File: src/rtl/ps2_pkg.sv
// Shared PS/2 receive definitions: frame FSM states, frame/packet sizes, byte0 field map.
package ps2_pkg;

  typedef enum logic [1:0] {
    ST_IDLE,
    ST_DATA,
    ST_PARITY,
    ST_STOP
  } frame_state_e;

  localparam int PS2_DATA_BITS    = 8;
  localparam int PS2_PACKET_BYTES = 3;

  localparam int BTN_L = 0;
  localparam int BTN_R = 1;
  localparam int BTN_M = 2;
  localparam int ALIGN = 3;
  localparam int XSIGN = 4;
  localparam int YSIGN = 5;
  localparam int XOVF  = 6;
  localparam int YOVF  = 7;

  // Odd parity: data bits plus parity bit must hold an odd number of ones.
  function automatic logic parity_ok(input logic [PS2_DATA_BITS-1:0] data, input logic par);
    return ^{data, par};
  endfunction

endpackage

File: src/rtl/ps2_mouse_rx_if.sv
// Raw PS/2 lines in, decoded mouse packet and error strobe out.
interface ps2_mouse_rx_if;
  logic       ps2_clk;
  logic       ps2_data;
  logic       packet_valid;
  logic [2:0] buttons;
  logic [8:0] dx;
  logic [8:0] dy;
  logic       overflow_x;
  logic       overflow_y;
  logic       frame_error;

  modport master (
    output ps2_clk, ps2_data,
    input  packet_valid, buttons, dx, dy, overflow_x, overflow_y, frame_error
  );

  modport slave (
    input  ps2_clk, ps2_data,
    output packet_valid, buttons, dx, dy, overflow_x, overflow_y, frame_error
  );
endinterface

File: src/rtl/ps2_line_filter.sv
// 2-flop synchroniser, FILTER_LEN-deep level filter and registered falling-edge strobe.
// Raw edge to fall_o: 2 + FILTER_LEN + 1 cycles; glitches shorter than FILTER_LEN are ignored.
module ps2_line_filter #(
  parameter int FILTER_LEN = 8
) (
  input  logic clk,
  input  logic reset,
  input  logic raw_i,
  output logic fall_o
);

  logic [1:0]            sync_q, sync_d;
  logic [FILTER_LEN-1:0] shift_q, shift_d;
  logic                  level_q, level_d;
  logic                  fall_q, fall_d;

  always_comb begin
    sync_d  = {sync_q[0], raw_i};
    shift_d = {shift_q[FILTER_LEN-2:0], sync_q[1]};
    level_d = level_q;
    if (shift_q == '0) begin
      level_d = 1'b0;
    end else if (shift_q == '1) begin
      level_d = 1'b1;
    end
    fall_d = level_q & ~level_d;
  end

  // Idle PS/2 lines are high, so everything resets to ones.
  always_ff @(posedge clk) begin
    if (reset) begin
      sync_q  <= 2'b11;
      shift_q <= '1;
      level_q <= 1'b1;
      fall_q  <= 1'b0;
    end else begin
      sync_q  <= sync_d;
      shift_q <= shift_d;
      level_q <= level_d;
      fall_q  <= fall_d;
    end
  end

  assign fall_o = fall_q;

endmodule

File: src/rtl/ps2_mouse_rx.sv
// PS/2 mouse receiver: deserialises 11-bit frames and assembles 3-byte stream packets.
// Outputs update one cycle after the stop-bit fall of byte 2; errors pulse frame_error.
module ps2_mouse_rx
  import ps2_pkg::*;
#(
  parameter int FILTER_LEN     = 8,
  parameter int TIMEOUT_CYCLES = 50000
) (
  input logic          clk,
  input logic          reset,
  ps2_mouse_rx_if.slave bus
);

  localparam int TW = $clog2(TIMEOUT_CYCLES + 1);
  localparam logic [TW-1:0] TMO_MAX  = TW'(TIMEOUT_CYCLES);
  localparam logic [TW-1:0] TMO_LAST = TW'(TIMEOUT_CYCLES - 1);

  logic clk_fall;
  logic [1:0] data_sync_q, data_sync_d;
  logic       data_s;

  frame_state_e state_q, state_d;
  logic [2:0]   bit_cnt_q, bit_cnt_d;
  logic [7:0]   shreg_q, shreg_d;
  logic         par_q, par_d;
  logic [1:0]   idx_q, idx_d;
  logic [7:0]   b0_q, b0_d;
  logic [7:0]   b1_q, b1_d;
  logic [TW-1:0] cnt_q, cnt_d;

  logic [2:0] buttons_q, buttons_d;
  logic [8:0] dx_q, dx_d;
  logic [8:0] dy_q, dy_d;
  logic       ovx_q, ovx_d;
  logic       ovy_q, ovy_d;
  logic       pv_q, pv_d;
  logic       fe_q, fe_d;

  logic byte_ok;
  logic tmo_hit;

  ps2_line_filter #(.FILTER_LEN(FILTER_LEN)) u_clk_filt (
    .clk   (clk),
    .reset (reset),
    .raw_i (bus.ps2_clk),
    .fall_o(clk_fall)
  );

  assign data_sync_d = {data_sync_q[0], bus.ps2_data};
  assign data_s      = data_sync_q[1];

  always_comb begin
    state_d   = state_q;
    bit_cnt_d = bit_cnt_q;
    shreg_d   = shreg_q;
    par_d     = par_q;
    idx_d     = idx_q;
    b0_d      = b0_q;
    b1_d      = b1_q;
    cnt_d     = cnt_q;
    buttons_d = buttons_q;
    dx_d      = dx_q;
    dy_d      = dy_q;
    ovx_d     = ovx_q;
    ovy_d     = ovy_q;
    pv_d      = 1'b0;
    fe_d      = 1'b0;
    byte_ok   = 1'b0;
    tmo_hit   = 1'b0;

    if (clk_fall) begin
      cnt_d = '0;
    end else if (cnt_q != TMO_MAX) begin
      cnt_d   = cnt_q + 1'b1;
      tmo_hit = (cnt_q == TMO_LAST);
    end

    if (clk_fall) begin
      case (state_q)
        ST_IDLE: begin
          if (!data_s) begin
            state_d   = ST_DATA;
            bit_cnt_d = '0;
          end
        end
        ST_DATA: begin
          shreg_d = {data_s, shreg_q[7:1]};
          if (bit_cnt_q == 3'(PS2_DATA_BITS - 1)) begin
            state_d = ST_PARITY;
          end else begin
            bit_cnt_d = bit_cnt_q + 1'b1;
          end
        end
        ST_PARITY: begin
          par_d   = data_s;
          state_d = ST_STOP;
        end
        ST_STOP: begin
          if (data_s && parity_ok(shreg_q, par_q)) begin
            byte_ok = 1'b1;
          end else begin
            fe_d  = 1'b1;
            idx_d = '0;
          end
          state_d = ST_IDLE;
        end
        default: state_d = ST_IDLE;
      endcase
    end

    // Byte 0 must carry the always-one alignment bit; anything else is dropped to resync.
    if (byte_ok) begin
      if (idx_q == 2'd0) begin
        if (shreg_q[ALIGN]) begin
          b0_d  = shreg_q;
          idx_d = 2'd1;
        end
      end else if (idx_q == 2'd1) begin
        b1_d  = shreg_q;
        idx_d = 2'd2;
      end else begin
        buttons_d = {b0_q[BTN_M], b0_q[BTN_R], b0_q[BTN_L]};
        dx_d      = {b0_q[XSIGN], b1_q};
        dy_d      = {b0_q[YSIGN], shreg_q};
        ovx_d     = b0_q[XOVF];
        ovy_d     = b0_q[YOVF];
        pv_d      = 1'b1;
        idx_d     = (idx_q == 2'(PS2_PACKET_BYTES - 1)) ? 2'd0 : idx_q + 1'b1;
      end
    end

    if (tmo_hit && (state_q != ST_IDLE || idx_q != 2'd0)) begin
      fe_d    = (state_q != ST_IDLE);
      state_d = ST_IDLE;
      idx_d   = '0;
    end
  end

  always_ff @(posedge clk) begin
    if (reset) begin
      data_sync_q <= 2'b11;
      state_q     <= ST_IDLE;
      bit_cnt_q   <= '0;
      shreg_q     <= '0;
      par_q       <= 1'b0;
      idx_q       <= '0;
      b0_q        <= '0;
      b1_q        <= '0;
      cnt_q       <= '0;
      buttons_q   <= '0;
      dx_q        <= '0;
      dy_q        <= '0;
      ovx_q       <= 1'b0;
      ovy_q       <= 1'b0;
      pv_q        <= 1'b0;
      fe_q        <= 1'b0;
    end else begin
      data_sync_q <= data_sync_d;
      state_q     <= state_d;
      bit_cnt_q   <= bit_cnt_d;
      shreg_q     <= shreg_d;
      par_q       <= par_d;
      idx_q       <= idx_d;
      b0_q        <= b0_d;
      b1_q        <= b1_d;
      cnt_q       <= cnt_d;
      buttons_q   <= buttons_d;
      dx_q        <= dx_d;
      dy_q        <= dy_d;
      ovx_q       <= ovx_d;
      ovy_q       <= ovy_d;
      pv_q        <= pv_d;
      fe_q        <= fe_d;
    end
  end

  assign bus.packet_valid = pv_q;
  assign bus.buttons      = buttons_q;
  assign bus.dx           = dx_q;
  assign bus.dy           = dy_q;
  assign bus.overflow_x   = ovx_q;
  assign bus.overflow_y   = ovy_q;
  assign bus.frame_error  = fe_q;

endmodule

File: src/flat_wrapper.sv
// flat-port wrapper written by rule: the top's interface ports become plain ports
module ps2_mouse_rx_flat import ps2_pkg::*;
#(
  parameter int FILTER_LEN     = 8,
  parameter int TIMEOUT_CYCLES = 50000
)
  (clk, reset, bus_ps2_clk, bus_ps2_data, bus_packet_valid, bus_buttons, bus_dx, bus_dy, bus_overflow_x, bus_overflow_y, bus_frame_error);
  ps2_mouse_rx_if bus_i ();
  input logic clk;
  input logic reset;
  input wire logic [$bits(bus_i.ps2_clk)-1:0] bus_ps2_clk;
  input wire logic [$bits(bus_i.ps2_data)-1:0] bus_ps2_data;
  output wire logic [$bits(bus_i.packet_valid)-1:0] bus_packet_valid;
  output wire logic [$bits(bus_i.buttons)-1:0] bus_buttons;
  output wire logic [$bits(bus_i.dx)-1:0] bus_dx;
  output wire logic [$bits(bus_i.dy)-1:0] bus_dy;
  output wire logic [$bits(bus_i.overflow_x)-1:0] bus_overflow_x;
  output wire logic [$bits(bus_i.overflow_y)-1:0] bus_overflow_y;
  output wire logic [$bits(bus_i.frame_error)-1:0] bus_frame_error;
  assign bus_i.ps2_clk = bus_ps2_clk;
  assign bus_i.ps2_data = bus_ps2_data;
  assign bus_packet_valid = bus_i.packet_valid;
  assign bus_buttons = bus_i.buttons;
  assign bus_dx = bus_i.dx;
  assign bus_dy = bus_i.dy;
  assign bus_overflow_x = bus_i.overflow_x;
  assign bus_overflow_y = bus_i.overflow_y;
  assign bus_frame_error = bus_i.frame_error;
  ps2_mouse_rx #(.FILTER_LEN(FILTER_LEN), .TIMEOUT_CYCLES(TIMEOUT_CYCLES)) u_core (.clk(clk), .reset(reset), .bus(bus_i));
endmodule
File: config.mk
export PLATFORM = sky130hd
export DESIGN_NAME = ps2_mouse_rx_flat
export DESIGN_NICKNAME = d
export VERILOG_FILES = /design/src/rtl/ps2_pkg.sv /design/src/rtl/ps2_mouse_rx_if.sv /design/src/rtl/ps2_line_filter.sv /design/src/rtl/ps2_mouse_rx.sv /design/src/flat_wrapper.sv
export SDC_FILE = /design/constraint.sdc
export NUM_CORES = 1
export LEC_CHECK = 0
export CAP_MARGIN = 5
export CORE_ASPECT_RATIO = 0.7
export CORE_MARGIN = 5
export CORE_UTILIZATION = 25
export DETAILED_ROUTE_END_ITERATION = 7
export PLACE_DENSITY = 0.46
export SKIP_LAST_GASP = 1
export SLEW_MARGIN = 20
export SYNTH_ARGS = -nofsm -noshare
export SYNTH_HDL_FRONTEND = slang
export SYNTH_SLANG_ARGS = --single-unit
File: constraint.sdc
create_clock -name clk -period 1.72 [get_ports clk]
set_input_delay 0.172 -clock clk [delete_from_list [all_inputs] [get_ports clk]]
set_output_delay 0.172 -clock clk [all_outputs]
set_load 0.05 [all_outputs]
==> reports/results.ini <==
[status]
outcome = finished, violations left
violations = negative setup slack

[final_layout]
fin_cells = 640
num_antenna_cells = 0
area_growth_syn_to_layout_pct = 34.5
post_route_cells_drive_above_1_share_pct = 25.6
layout_nets = 452

[synthesis]
dominantRegCellSynth = sky130_fd_sc_hd__dfxtp_1
post_synth_inst_count = 369
syn_nets = 381
synth.area.top_cells = sky130_fd_sc_hd__dfxtp_1, sky130_fd_sc_hd__mux2i_1, sky130_fd_sc_hd__nand2b_1
post_synth_num_cell_types = 46
synth-seq-area-share_pct = 47.0
area_share_of_the_largest_cell_type_after_synthesis_pct = 47.0
synth_async_sr_flop_share_pct = 0
synth-edff-count = 0
synth.yosys.warnings = 0
yosys.area.top_type = sky130_fd_sc_hd__dfxtp_1
synth_area_mm2 = 0.00367
postSynthRegisterBits = 86
synth_area_per_cell_um2 = 9.94

[run]
maxcap_violations = 0

[grt]
grt_pass1_vias = 2747
globalRouteMet2Util_pct = 14.9
gr-usage-all-layers_pct = 9.74
grt_first_pass_wirelength_um = 13500
antenna_found_initial = 0
globalRoute.busiestLayer = met2
met1_routing_resource_usage_after_global_routing_pct = 12.9
grt_remaining_overflow = 0
maximum_number_of_pins_on_one_net_before_global_route_repair = 38
grt_util_met3_pct = 2.58

[min_path]
end_point_of_the_most_critical_hold_path = u_core.bus.frame_error
hold_depth = 2
hp-start = reset
hold_path.class = in2reg

[timing]
postLayoutSetupSlackWorst_ns = -0.0978
setup_tns_ns = -1.61
max_slew_margin_pct = 65.6
timing.final.setup_violations = 45
grt_setup_unrepaired = true
period_minus_slack_ns = 1.82
slew_violations = 0
timing.final.crit_share_pct = 106
skew_ns = 0.00559
max_freq_mhz = 550
transition_time_at_the_pin_with_the_least_slew_margin_ns = 0.515
report.final.hold_viol_count = 0

[die]
io_pins = 29
rows = 37
die_area_mm2 = 0.0172
placeableCoreArea_mm2 = 0.0145
die_y_um = 111
initial_utilization_pct = 25.2
die_w_um = 155

[routing]
route.vias.total = 2738
number_of_violations_reported_at_the_end_of_detailed_routing_iteration_0 = 113
detailed_route_wire_length_per_cell_um = 12.9
final_routed_wirelength_um = 8230
drc_errors = 0
drt_pass1_iterations = 4
final_antenna_net_count = 0
vias_per_cell = 4.28

[placed_design]
numPlacedInstances = 616
io_buffer_count = 28
place_congestion = 0.719
dpl.hpwl_um = 5330
pre_cts_ws_ns = -0.101

[clock_tree]
htree_levels = 3
number_of_buffers_inserted_during_clock_tree_synthesis = 9
cts.path.max_buffers = 2
root_buffer = sky130_fd_sc_hd__clkbuf_16
clkSinkCount = 86
clk-insertion-delay-late_ns = 0.34
cts_hold_repair.buffers = 0
clkSlewWorstSetupHoldPaths_ns = 0.07
tritoncts_clock_tree = done

[critical_path]
rr_worst_depth = 5
critical_path_class = reg2reg
beginning_of_the_worst_register_to_register_path = u_core.shreg_q[5]
r2r-end = u_core.b1_q[4]
endpoint_kind = register
cell_at_the_slowest_stage_of_the_critical_path = sky130_fd_sc_hd__xnor3_2
path_cells = xnor2_1 > xnor3_2 > mux2_4 > buf_12 > mux2i_1
worstPathBufferInverterCount = 1
worst-endpoint-arrival_ns = 2.04
max_stage_delay_ns = 0.58
crit_path_max_fanout = 8
worst-r2r-setup-slack_ns = -0.1
worst_ep_required_time_ns = 1.95
path_delay_family = XOR/XNOR gates
startpoint_type = register

[power_and_ir_drop]
leakage_nw = 1.97
total_power_w = 0.00398
vdd_drop_max_mv = 0.349
total_power_density_per_cell_area_mw_per_mm2 = 807

==> power breakdown <==
group / internal [W] / total, W / switching, W
Clock: 0.000993 / 0.00186 / 0.000864
Sequential: 0.00200 / 0.00201 / 0.00000913
Combinational: 0.0000571 / 0.000110 / 0.0000528
Total: 0.00305 / 0.00398 / 0.000926
==> logic make-up after synthesis <==
group,count (synthesis),synth area share [%]
multiplexers,44,12.3
AND/OR/NAND/NOR,154,23.5
XOR/XNOR,17,5.26
buffers and inverters,27,3.89
adder cells (fa/ha/maj),8,2.73
flip-flops,86,47.0
AO/OA/AOI/OAI,33,5.36
==> timing repair <==
action,in CTS,in global routing
pin swaps,2,7
setup buffers,4,1
gates cloned,2,1
gates resized for setup,16,28
endpoints found under the setup margin,32,58
==> how the worst max path moves through the flow <==
stage | startpoint | to | slack [ns] | cells after the start
final | u_core.shreg_q[5] | u_core.b1_q[4] | -0.1 | 5
after CTS | u_core.cnt_q[1] | u_core.cnt_q[1] | -0.09 | 6
after global placement | u_core.shreg_q[7] | u_core.bus.packet_valid | -0.09 | 4
after floorplan | u_core.shreg_q[5] | u_core.bus.dy[1] | -0.04 | 6
after global routing | u_core.shreg_q[4] | u_core.b1_q[5] | -0.15 | 5
after detailed placement | u_core.shreg_q[5] | u_core.bus.buttons[1] | -0.10 | 4
==> state kept, by name (all words and copies together), names as in the netlist, 3 cells and up <==
signal	cells
u_core.b0_q	7
u_core.b1_q	8
u_core.bit_cnt_q	3
u_core.bus.buttons	3
u_core.bus.dx	9
u_core.bus.dy	9
u_core.cnt_q	16
u_core.shreg_q	8
u_core.u_clk_filt.shift_q	8
==> cell usage after synthesis, types with 3 or more instances <==
master and n:
sky130_fd_sc_hd__a21oi_1 20, sky130_fd_sc_hd__and4_1 3, sky130_fd_sc_hd__clkbuf_1 13, sky130_fd_sc_hd__dfxtp_1 86, sky130_fd_sc_hd__ha_1 8, sky130_fd_sc_hd__inv_1 9
sky130_fd_sc_hd__mux2i_1 41, sky130_fd_sc_hd__nand2_1 23, sky130_fd_sc_hd__nand2b_1 46, sky130_fd_sc_hd__nand3_1 19, sky130_fd_sc_hd__nand4_1 6, sky130_fd_sc_hd__nor2_1 17
sky130_fd_sc_hd__nor3_1 9, sky130_fd_sc_hd__o21ai_0 3, sky130_fd_sc_hd__or2_2 13, sky130_fd_sc_hd__or4_1 4, sky130_fd_sc_hd__xnor2_1 8, sky130_fd_sc_hd__xor2_1 6
==> per-stage QoR <==
stage	hold slack, ns	util [%]	area, µm²
final	0.245	33.9	4930
after global routing	0.279	33.9	4930
after CTS	0.233	33.1	4810
after detailed placement	0.393	30.4	4420
after global placement	0.402	30.4	4420
after floorplan	0.276	-	3670
==> cell usage in the layout, fill, tap and decap left out, types with 3 or more instances in the layout <==
master / instances
sky130_fd_sc_hd__a21oi_1: 19
sky130_fd_sc_hd__and4_1: 3
sky130_fd_sc_hd__buf_4: 44
sky130_fd_sc_hd__clkbuf_16: 9
sky130_fd_sc_hd__clkdlybuf4s50_1: 19
sky130_fd_sc_hd__clkinvlp_4: 4
sky130_fd_sc_hd__dfxtp_1: 79
sky130_fd_sc_hd__dfxtp_2: 7
sky130_fd_sc_hd__dlymetal6s2s_1: 7
sky130_fd_sc_hd__ha_1: 5
sky130_fd_sc_hd__inv_1: 7
sky130_fd_sc_hd__mux2_4: 5
sky130_fd_sc_hd__mux2i_1: 41
sky130_fd_sc_hd__nand2_1: 23
sky130_fd_sc_hd__nand2b_1: 46
sky130_fd_sc_hd__nand3_1: 18
sky130_fd_sc_hd__nand4_1: 6
sky130_fd_sc_hd__nor2_1: 15
sky130_fd_sc_hd__nor3_1: 7
sky130_fd_sc_hd__or2_2: 13
sky130_fd_sc_hd__or4_4: 3
sky130_fd_sc_hd__xnor2_1: 7
sky130_fd_sc_hd__xor2_1: 5
==> per-layer routing <==
metal	routed length, µm	share of wire [%]
met5	0	0
met4	140	1.7
met3	274	3.3
met2	3650	44
met1	4170	51
==> area by class of cell <==
class / instances / area, µm²
sequential: 86 / 1730
fill: 1502 / 9600
timing repair buffer: 75 / 676
multi-input combinational: 259 / 1960
clock buffer: 9 / 225
inverter: 9 / 33.8
clock inverter: 7 / 58.8
tap: 195 / 244
Power figures use the tool's default switching activity.
